--- src/rtl/wb_master_engine.sv ---
// Wishbone B3 master: executes one command of 1..16 single beats with retry and error handling.
// Define WB_MASTER_TIMEOUT_EN to abort a beat the slave leaves unanswered for TIMEOUT cycles.
module wb_master_engine #(
  parameter int MAX_RETRY = 4,
  parameter int TIMEOUT   = 255
) (
  input  logic        clk,
  input  logic        rst_n,
  input  logic        cmd_valid,
  output logic        cmd_ready,
  input  logic        cmd_we,
  input  logic [31:0] cmd_adr,
  input  logic [3:0]  cmd_sel,
  input  logic [3:0]  cmd_len,
  input  logic        wd_valid,
  output logic        wd_ready,
  input  logic [31:0] wd_data,
  output logic        rd_valid,
  output logic [31:0] rd_data,
  output logic        done,
  output logic [1:0]  status,
  output logic [31:0] wb_adr_o,
  output logic [31:0] wb_dat_o,
  output logic [3:0]  wb_sel_o,
  output logic        wb_we_o,
  output logic        wb_cyc_o,
  output logic        wb_stb_o,
  output logic [2:0]  wb_cti_o,
  output logic [1:0]  wb_bte_o,
  input  logic [31:0] wb_dat_i,
  input  logic        wb_ack_i,
  input  logic        wb_err_i,
  input  logic        wb_rty_i
);

  localparam int RW = $clog2(MAX_RETRY + 2);
  localparam logic [RW-1:0] MAX_RETRY_C = RW'(MAX_RETRY);

  localparam logic [1:0] ST_OK  = 2'b00;
  localparam logic [1:0] ST_ERR = 2'b01;
  localparam logic [1:0] ST_RTY = 2'b10;
  localparam logic [1:0] ST_TMO = 2'b11;

  localparam logic [2:0] CTI_CLASSIC = 3'b000;
  localparam logic [2:0] CTI_INCR    = 3'b010;
  localparam logic [2:0] CTI_EOB     = 3'b111;

  typedef enum logic [2:0] {
    S_IDLE  = 3'd0,
    S_LOAD  = 3'd1,
    S_XFER  = 3'd2,
    S_RETRY = 3'd3,
    S_DONE  = 3'd4
  } state_e;

  state_e        state_q, state_d;
  logic [31:0]   adr_q, adr_d, dat_q, dat_d, rd_data_q, rd_data_d;
  logic [3:0]    sel_q, sel_d, len_q, len_d, beat_q, beat_d;
  logic          we_q, we_d, cyc_q, cyc_d, stb_q, stb_d;
  logic          done_q, done_d, rd_valid_q, rd_valid_d;
  logic [2:0]    cti_q, cti_d;
  logic [1:0]    status_q, status_d, fin_status_s;
  logic [RW-1:0] retry_q, retry_d, retry_inc_s;
  logic          wd_take_s;

  assign retry_inc_s = retry_q + RW'(1);
  assign wd_take_s   = (state_q == S_LOAD) && we_q && wd_valid;

`ifdef WB_MASTER_TIMEOUT_EN
  localparam logic [7:0] TIMEOUT_C = 8'(TIMEOUT);
  logic [7:0] tmo_q, tmo_d, tmo_inc_s;
  logic       tmo_hit_s;
  assign tmo_inc_s = tmo_q + 8'd1;
  assign tmo_hit_s = (tmo_inc_s == TIMEOUT_C);
`endif

  // State register
  always_ff @(posedge clk or negedge rst_n) begin
    if (!rst_n) begin
      state_q <= S_IDLE;
    end else begin
      state_q <= state_d;
    end
  end

  // Next state and completion code; err beats rty beats ack
  always_comb begin
    state_d      = state_q;
    fin_status_s = ST_OK;
    case (state_q)
      S_IDLE: begin
        if (cmd_valid) state_d = S_LOAD;
        else           state_d = S_IDLE;
      end
      S_LOAD: begin
        if (!we_q || wd_valid) state_d = S_XFER;
        else                   state_d = S_LOAD;
      end
      S_XFER: begin
        if (wb_err_i) begin
          state_d      = S_DONE;
          fin_status_s = ST_ERR;
        end else if (wb_rty_i) begin
          if (retry_inc_s <= MAX_RETRY_C) begin
            state_d = S_RETRY;
          end else begin
            state_d      = S_DONE;
            fin_status_s = ST_RTY;
          end
        end else if (wb_ack_i) begin
          if (beat_q == len_q) state_d = S_DONE;
          else                 state_d = S_LOAD;
        end else begin
`ifdef WB_MASTER_TIMEOUT_EN
          if (tmo_hit_s) begin
            state_d      = S_DONE;
            fin_status_s = ST_TMO;
          end else begin
            state_d = S_XFER;
          end
`else
          state_d = S_XFER;
`endif
        end
      end
      S_RETRY: state_d = S_XFER;
      S_DONE:  state_d = S_IDLE;
      default: state_d = S_IDLE;
    endcase
  end

  // Next values of the registered bus, stream and bookkeeping outputs
  always_comb begin
    adr_d      = adr_q;
    dat_d      = dat_q;
    sel_d      = sel_q;
    we_d       = we_q;
    len_d      = len_q;
    beat_d     = beat_q;
    retry_d    = retry_q;
    rd_data_d  = rd_data_q;
    rd_valid_d = 1'b0;
    case (state_q)
      S_IDLE: begin
        if (cmd_valid) begin
          adr_d   = cmd_adr;
          sel_d   = cmd_sel;
          we_d    = cmd_we;
          len_d   = cmd_len;
          beat_d  = 4'd0;
          retry_d = '0;
        end else begin
          adr_d = adr_q;
        end
      end
      S_LOAD: begin
        if (wd_take_s) dat_d = wd_data;
        else           dat_d = dat_q;
      end
      S_XFER: begin
        if (wb_err_i) begin
          retry_d = retry_q;
        end else if (wb_rty_i) begin
          retry_d = retry_inc_s;
        end else if (wb_ack_i) begin
          if (!we_q) begin
            rd_data_d  = wb_dat_i;
            rd_valid_d = 1'b1;
          end else begin
            rd_valid_d = 1'b0;
          end
          if (beat_q != len_q) begin
            adr_d   = adr_q + 32'd4;
            beat_d  = beat_q + 4'd1;
            retry_d = '0;
          end else begin
            retry_d = retry_q;
          end
        end else begin
          retry_d = retry_q;
        end
      end
      default: retry_d = retry_q;
    endcase

    cyc_d  = (state_d == S_LOAD) || (state_d == S_XFER) || (state_d == S_RETRY);
    stb_d  = (state_d == S_XFER);
    done_d = (state_d == S_DONE);

    if ((state_d == S_DONE) && (state_q != S_DONE)) status_d = fin_status_s;
    else                                            status_d = status_q;

    if (len_d == 4'd0)         cti_d = CTI_CLASSIC;
    else if (beat_d == len_d)  cti_d = CTI_EOB;
    else                       cti_d = CTI_INCR;

`ifdef WB_MASTER_TIMEOUT_EN
    if (state_q != S_XFER)                          tmo_d = 8'd0;
    else if (!(wb_err_i || wb_rty_i || wb_ack_i))   tmo_d = tmo_inc_s;
    else                                            tmo_d = tmo_q;
`endif
  end

  // Output and datapath registers
  always_ff @(posedge clk or negedge rst_n) begin
    if (!rst_n) begin
      adr_q      <= 32'd0;
      dat_q      <= 32'd0;
      sel_q      <= 4'd0;
      we_q       <= 1'b0;
      len_q      <= 4'd0;
      beat_q     <= 4'd0;
      retry_q    <= '0;
      rd_data_q  <= 32'd0;
      rd_valid_q <= 1'b0;
      cyc_q      <= 1'b0;
      stb_q      <= 1'b0;
      done_q     <= 1'b0;
      status_q   <= 2'b00;
      cti_q      <= 3'b000;
`ifdef WB_MASTER_TIMEOUT_EN
      tmo_q      <= 8'd0;
`endif
    end else begin
      adr_q      <= adr_d;
      dat_q      <= dat_d;
      sel_q      <= sel_d;
      we_q       <= we_d;
      len_q      <= len_d;
      beat_q     <= beat_d;
      retry_q    <= retry_d;
      rd_data_q  <= rd_data_d;
      rd_valid_q <= rd_valid_d;
      cyc_q      <= cyc_d;
      stb_q      <= stb_d;
      done_q     <= done_d;
      status_q   <= status_d;
      cti_q      <= cti_d;
`ifdef WB_MASTER_TIMEOUT_EN
      tmo_q      <= tmo_d;
`endif
    end
  end

  assign cmd_ready = (state_q == S_IDLE);
  assign wd_ready  = wd_take_s;
  assign rd_valid  = rd_valid_q;
  assign rd_data   = rd_data_q;
  assign done      = done_q;
  assign status    = status_q;
  assign wb_adr_o  = adr_q;
  assign wb_dat_o  = dat_q;
  assign wb_sel_o  = sel_q;
  assign wb_we_o   = we_q;
  assign wb_cyc_o  = cyc_q;
  assign wb_stb_o  = stb_q;
  assign wb_cti_o  = cti_q;
  assign wb_bte_o  = 2'b00;

endmodule

--- config.mk ---
export PLATFORM = sky130hd
export DESIGN_NAME = wb_master_engine
export DESIGN_NICKNAME = d
export VERILOG_FILES = /design/src/rtl/wb_master_engine.sv
export SDC_FILE = /design/constraint.sdc
export NUM_CORES = 1
export LEC_CHECK = 0
export ABC_AREA = 1
export CORE_ASPECT_RATIO = 0.6
export CORE_MARGIN = 1
export CORE_UTILIZATION = 45
export CTS_BUF_LIST = sky130_fd_sc_hd__clkbuf_8
export CTS_CLUSTER_DIAMETER = 100
export DETAILED_ROUTE_END_ITERATION = 10
export GPL_ROUTABILITY_DRIVEN = 1
export PLACE_DENSITY_LB_ADDON = 0.2
export SYNTH_ARGS = -nofsm -noshare
export SYNTH_HDL_FRONTEND = slang
export SYNTH_SLANG_ARGS = --single-unit
--- constraint.sdc ---
create_clock -name clk -period 2.31 [get_ports clk]
set_input_delay 0.462 -clock clk [delete_from_list [all_inputs] [get_ports clk]]
set_output_delay 0.462 -clock clk [all_outputs]
set_load 0.01 [all_outputs]
==> results by group, run 1 <==
Setup path
  – Reg2reg start: state_q[0]$_DFF_PN0_
  – Worst EP required: 1.85 ns
  – R2R Setup Slk: 0.29 ns
  – R2R depth: 7
  – CP endpoint: cmd_ready
  – CP Capture Type: output port
  – Crit start category: flip-flop
  – CP startpoint: state_q[1]$_DFF_PN0_
  – Critical path type: reg -> out
  – Crit-path cells: buf_4 -> nor2_4 -> clkdlybuf4s50_1
  – Reg2reg end: wb_adr_o[10]$_DFFE_PN0P_
  – CP peak stage delay: 0.54 ns
  – CP max FO: 5
  – Worst EP arrival: 1.66 ns
  – Slowest cell on crit path: clkdlybuf4s50_1

Floorplan
  – Die width: 153 um
  – # IOs: 226
  – Core ar.: 13100 sq um
  – Die area: 14200 sq um
  – Initial core utilization: 0.471
  – Row Count: 32
  – Die H: 92.8 um

Pwr
  – Leak pwr: 4.31 nW
  – Pwr dens: 1240 nW/um^2
  – VDD IR-drop max: 518 uV

Clock tree
  – Clk root buf: clkbuf_8
  – Cts hold-fix bufs: 0
  – TritonCTS clock tree: built
  – CTS Buffer Depth: 2
  – CTS HTree Levels: 4
  – Setup Buffers After CTS: 0
  – Clk Latency, worst-skew pair: 0.44 ns
  – Total CTS buffers: 17
  – Clock Sinks: 123
  – Clk slew on worst S/H paths: 0.08 ns

Route
  – Detailed Route WL: 18300 um
  – Via count: 5957
  – Routed wl met2: 7910 um
  – Remaining DRCs: 0
  – Routed Antenna Nets: 0
  – Routed length per placed instance: 15.1 um
  – M1 WL: 9010 um
  – Top Layer Used: met4
  – Drt first pass iters: 5
  – WL met3: 1220 um
  – Vias/cell: 4.93
  – Initial DRC count: 455

Layout
  – Filler Cell Count: 1082
  – Most common cell after layout, fill and taps aside: nand2_1
  – Area Overhead vs Synth: 46.0%
  – Final instance count without filler cells: 1209
  – Share of cells above drive strength 1: 0.100
  – # diodes: 0
  – Final net count: 1142
  – Most frequent cells in the layout: nand2_1 (334), clkdlybuf4s50_1 (221), dfrtp_1 (123), inv_1 (58), nor2_1 (57)

STA
  – Hold violation count in the final report: 0
  – Peak Freq: 0.472 GHz
  – # setup viols final: 0
  – Final min period: 2.12 ns
  – Slew margin rel.: 0.604
  – Fin crit share: 0.917
  – Least-Margin Pin Slew: 0.589 ns
  – Sum of negative setup slack: 0 ns
  – RSZ-0062 raised after global routing: false
  – Skew final: 0.0128 ns
  – Slew Viols, Final: 0

Global route
  – Vias in the first global route: 5643
  – Largest net degree at the start of global routing: 47
  – Overall routing resource usage: 0.270
  – Grt total ovfl: 0
  – Initial antenna violation count: 0
  – First-pass GRT wire length: 29600 um

Placement
  – Placed cell count: 1177
  – PortBufs: 223
  – Hpwl dp: 13900 um
  – GP Congestion: 0.967

Run
  – Max-cap violations: 0

Yosys
  – Mapped Area: 6180 sq um
  – Ys Warns: 0
  – Asr flop ratio synth: 1.00
  – #FFs+latches synth: 123
  – Syn Inst Count: 787
  – Post-synthesis sequential area ratio: 0.498
  – Distinct cells, synth: 46
  – Main synth FF type: dfrtp_1
  – Mean Syn Cell Area: 7.85 sq um
  – Post-synth EDFFs: 0

Hold path
  – HP Class: in -> async

Status
  – Status: complete, no violations
==> registers in the layout (all words and copies together) (netlist names), 3 cells and up <==
name      flops
wb_adr_o     32
state_q       3
len_q         4
wb_dat_o     32
wb_sel_o      4
beat_q        4
retry_q       3
rd_data      32
==> stage by stage <==
step	hold WS (ns)	cell area [sq um]	worst slack (ns)	utilization	total power [W]
after floorplan	0.166	6180	0.528	-	0.00664
after global placement	0.463	8640	0.0368	0.658	0.00925
after detailed placement	0.465	8640	0.0301	0.658	0.00937
after CTS	0.0206	9020	0.173	0.687	0.0112
after global routing	0.0308	9020	0.112	0.687	0.0120
final	0.0154	9020	0.192	0.687	0.0112
==> layout make-up <==
type                            count  area, sq um  area share
Tap cell                          170          213      0.0236
Timing Repair Buffer              248         2450       0.272
Inverter                           64          248      0.0275
Clock inverter                     13          118      0.0130
Sequential cell                   123         3080       0.341
Multi-Input combinational cell    572         2650       0.294
Clock buffer                       19          262      0.0290
==> repair_timing <==
item / 4_1_cts / 5_1_grt
resized for setup: 3 / 0
hold endpoints to repair: 0 / 0
setup endpoints to repair: 1 / 0
==> Yosys cell counts (3+ instances only) <==
library cell,number,area [sq um]
nand4_1,9,56.3
or2_0,4,25.0
ha_1,4,50.1
clkbuf_1,7,26.3
nor3_2,3,30.0
dfrtp_1,123,3080
buf_6,5,56.3
nor2_2,6,37.5
o211ai_1,3,22.5
buf_4,6,45.0
nand2_1,334,1250
nor2_1,58,218
a2bb2oi_1,3,26.3
o21ai_1,12,60.1
o21ai_0,14,70.1
a21oi_1,6,30.0
o21ai_2,12,105
inv_2,3,11.3
nand2_2,7,43.8
buf_2,9,45.0
a31oi_1,3,18.8
o22ai_1,11,68.8
inv_1,59,221
nand3_1,39,195
xor2_1,8,70.1
nor3_1,13,65.1
==> power breakdown <==
group          internal (W)  switching, W
Clock              0.000912      0.000927
Combinational       0.00270       0.00280
Sequential          0.00306      0.000792
==> how the worst min path moves through the flow <==
stage                                        start                        to
after detailed placement  wb_dat_o[17]$_DFFE_PN0P_  wb_dat_o[17]$_DFFE_PN0P_
after global placement     rd_data[11]$_DFFE_PN0P_   rd_data[11]$_DFFE_PN0P_
after CTS                                    rst_n   wb_adr_o[9]$_DFFE_PN0P_
after floorplan                              rst_n       beat_q[0]$_DFF_PN0_
after global routing                         rst_n   wb_adr_o[9]$_DFFE_PN0P_
final                                        rst_n   wb_adr_o[9]$_DFFE_PN0P_
==> critical path, delay by kind of cell, from the launching register on <==
family	cells	cell delay (ns)
buffers and inverters	2	0.71
DFF	1	0.40
and+or+nand+nor	1	0.11
==> cells by family after synthesis <==
family | Yosys count | share of synthesized area
XOR/XNOR | 10 | 0.0142
adder cells (fa/ha/maj) | 4 | 0.00810
flip-flops | 123 | 0.498
AO/OA/AOI/OAI | 72 | 0.0777
other | 1 | 0.000607
AND/OR/NAND/NOR | 484 | 0.328
buffers and inverters | 93 | 0.0737
==> routing by layer <==
layer / vias to the layer above / global-route usage
li1: 2973 / -
met1: 2738 / 0.400
met2: 233 / 0.397
met3: 13 / 0.0646
met4: 0 / 0.0589
met5: - / 0
No activity file was read; power rests on OpenSTA's default activity.
==> run 2: changes to the inputs <==
- SETUP_SLACK_MARGIN: not set -> 0.05
==> results of run 2 <==
The final DEF is identical to that of run 1; final timing and power are the same.
==> run 3: changes to the inputs <==
==> constraint.sdc (replaced) <==
create_clock -name clk -period 2.31 [get_ports clk]
set_input_delay 0.462 -clock clk [delete_from_list [all_inputs] [get_ports clk]]
set_output_delay 0.462 -clock clk [all_outputs]
set_load 0.005 [all_outputs]
==> results by group, run 3 (same netlist as run 1, synthesis figures left out) <==
Clock tree
  – Clk slew on worst S/H paths: 0.08 ns (about the same)
  – Cts hold-fix bufs: 0 (unchanged)
  – Clock Sinks: 123 (unchanged)
  – Clk Latency, worst-skew pair: 0.44 ns (about the same)
  – TritonCTS clock tree: built (unchanged)
  – Clk root buf: clkbuf_8 (unchanged)
  – Total CTS buffers: 17 (unchanged)
  – CTS HTree Levels: 4 (unchanged)
  – CTS Buffer Depth: 2 (unchanged)

Status
  – Status: complete, no violations (unchanged)

Layout
  – Final net count: 1150 (was 1142)
  – # diodes: 0 (unchanged)
  – Most common cell after layout, fill and taps aside: nand2_1 (unchanged)
  – Most frequent cells in the layout: nand2_1 (334), clkdlybuf4s50_1 (221), dfrtp_1 (123), inv_1 (58), nor2_1 (57) (unchanged)
  – Area Overhead vs Synth: 48.2% (was 46.0%)
  – Fin util: 0.697 (was 0.687)
  – Final instance count without filler cells: 1216 (was 1209)
  – Filler Cell Count: 1086 (was 1082)
  – Final Cell Area: 9160 sq um (was 9020 sq um)
  – Share of cells above drive strength 1: 0.106 (was 0.100)

Setup path
  – Critical path type: reg -> out (unchanged)
  – Crit start category: flip-flop (unchanged)
  – CP max FO: 5 (unchanged)
  – Crit-path cells: buf_4 -> buf_4 -> nor2_4 -> clkdlybuf4s50_1 (was buf_4 -> nor2_4 -> clkdlybuf4s50_1)
  – Worst EP arrival: 1.76 ns (was 1.66 ns)
  – Critical Path Most Common Cell: buf_4
  – Slowest cell on crit path: clkdlybuf4s50_1 (unchanged)
  – CP Capture Type: output port (unchanged)
  – CP peak stage delay: 0.50 ns (was 0.54 ns)
  – Worst EP required: 1.85 ns (about the same)
  – CP top delay family: buffers and inverters (unchanged)
  – WP buf/inv: 3 (was 2)

Route
  – Routed Antenna Nets: 0 (unchanged)
  – Initial DRC count: 501 (was 455)
  – Via count: 6038 (was 5957)
  – Detailed Route WL: 18300 um (about the same)
  – Routed length per placed instance: 15.1 um (about the same)
  – Vias/cell: 4.97 (was 4.93)
  – Drt first pass iters: 5 (unchanged)
  – Remaining DRCs: 0 (unchanged)

Global route
  – Largest net degree at the start of global routing: 46 (was 47)
  – First-pass GRT wire length: 29700 um (was 29600 um)
  – Overall routing resource usage: 0.270 (about the same)
  – Initial antenna violation count: 0 (unchanged)
  – Vias in the first global route: 5714 (was 5643)
  – Grt total ovfl: 0 (unchanged)

STA
  – Fin crit share: 0.962 (was 0.917)
  – Slew margin rel.: 0.583 (was 0.604)
  – Sum of negative setup slack: 0 ns (unchanged)
  – Hold violation count in the final report: 0 (unchanged)
  – # setup viols final: 0 (unchanged)
  – Peak Freq: 0.450 GHz (was 0.472 GHz)
  – Slew Viols, Final: 0 (unchanged)
  – Final min period: 2.22 ns (was 2.12 ns)
  – Least-Margin Pin Slew: 0.626 ns (was 0.589 ns)
  – Skew final: 0.0172 ns (was 0.0128 ns)
  – RSZ-0062 raised after global routing: false (unchanged)

Pwr
  – Pwr dens: 1230 nW/um^2 (was 1240 nW/um^2)
  – Leak pwr: 4.39 nW (was 4.31 nW)
  – VDD IR-drop max: 624 uV (was 518 uV)

Floorplan
  – # IOs: 226 (unchanged)
  – Die area: 14200 sq um (unchanged)
  – Row Count: 32 (unchanged)
  – Core ar.: 13100 sq um (unchanged)
  – Die width: 153 um (unchanged)
  – Initial core utilization: 0.471 (unchanged)
  – Die H: 92.8 um (unchanged)

Placement
  – Hpwl dp: 13800 um (was 13900 um)
  – GP Congestion: 0.948 (was 0.967)
  – PortBufs: 223 (unchanged)
  – Placed cell count: 1176 (was 1177)
  – Dpl cell area: 8640 sq um (about the same)

Hold path
  – HP Class: in -> async (unchanged)

Run
  – Max-cap violations: 0 (unchanged)
==> run 3: report_power, final <==
part,internal [W],switching [W]
Clock,0.00124,0.000936
Sequential,0.00306,0.000754
Combinational,0.00272,0.00251
Total,0.00703,0.00420
==> run 3: timing repair <==
item,CTS,global route
cloned,0,0
setup buffers,9,1
gates resized for setup,2,1
endpoints found under the setup margin,1,33
pin swaps,2,2
endpoints found under the hold margin,0,0
==> run 3: final cells by class <==
class / instances / area [sq um] / share of cell area
Clock buffer: 19 / 262 / 0.0286
Multi-Input combinational cell: 572 / 2650 / 0.290
Tap cell: 170 / 213 / 0.0232
Sequential cell: 123 / 3080 / 0.336
Clock inverter: 12 / 186 / 0.0204
Timing Repair Buffer: 256 / 2520 / 0.275
Inverter: 64 / 248 / 0.0271
==> run 3: final timing paths <==
check | cells after the start | to | startpoint | slack, ns
min in group clk | 2 | wb_dat_o[24]$_DFFE_PN0P_ | wb_dat_o[24]$_DFFE_PN0P_ | 0.48
worst max-delay path | 4 | cmd_ready | state_q[1]$_DFF_PN0_ | 0.09
worst min register to register | 2 | wb_dat_o[24]$_DFFE_PN0P_ | wb_dat_o[24]$_DFFE_PN0P_ | 0.48
worst max register to register | 12 | wb_dat_o[31]$_DFFE_PN0P_ | state_q[1]$_DFF_PN0_ | 0.20
max in group asynchronous | 2 | wb_adr_o[19]$_DFFE_PN0P_ | rst_n | 1.59
worst min-delay path | 1 | wb_adr_o[9]$_DFFE_PN0P_ | rst_n | 0.03
==> run 3: metrics by stage <==
stage	total power, W	setup slack, ns	hold WS (ns)
2_1_floorplan	0.00632	0.576	0.166
3_3_place_gp	0.00892	0.0712	0.461
3_5_place_dp	0.00903	0.0624	0.464
4_1_cts	0.0113	0.0540	0.0320
5_1_grt	0.0121	0.0491	0.0473
6_report	0.0112	0.0871	0.0314
==> run 3: per-layer routing <==
| metal | wire (um) | global-route usage | part of all wire | vias to the layer above |
|---|---|---|---|---|
| li1 | - | - | - | 2988 |
| met1 | 8710 | 0.391 | 0.48 | 2797 |
| met2 | 7790 | 0.393 | 0.43 | 232 |
| met3 | 1480 | 0.0604 | 0.081 | 21 |
| met4 | 328 | 0.103 | 0.018 | 0 |
| met5 | 0 | 0 | 0 | - |
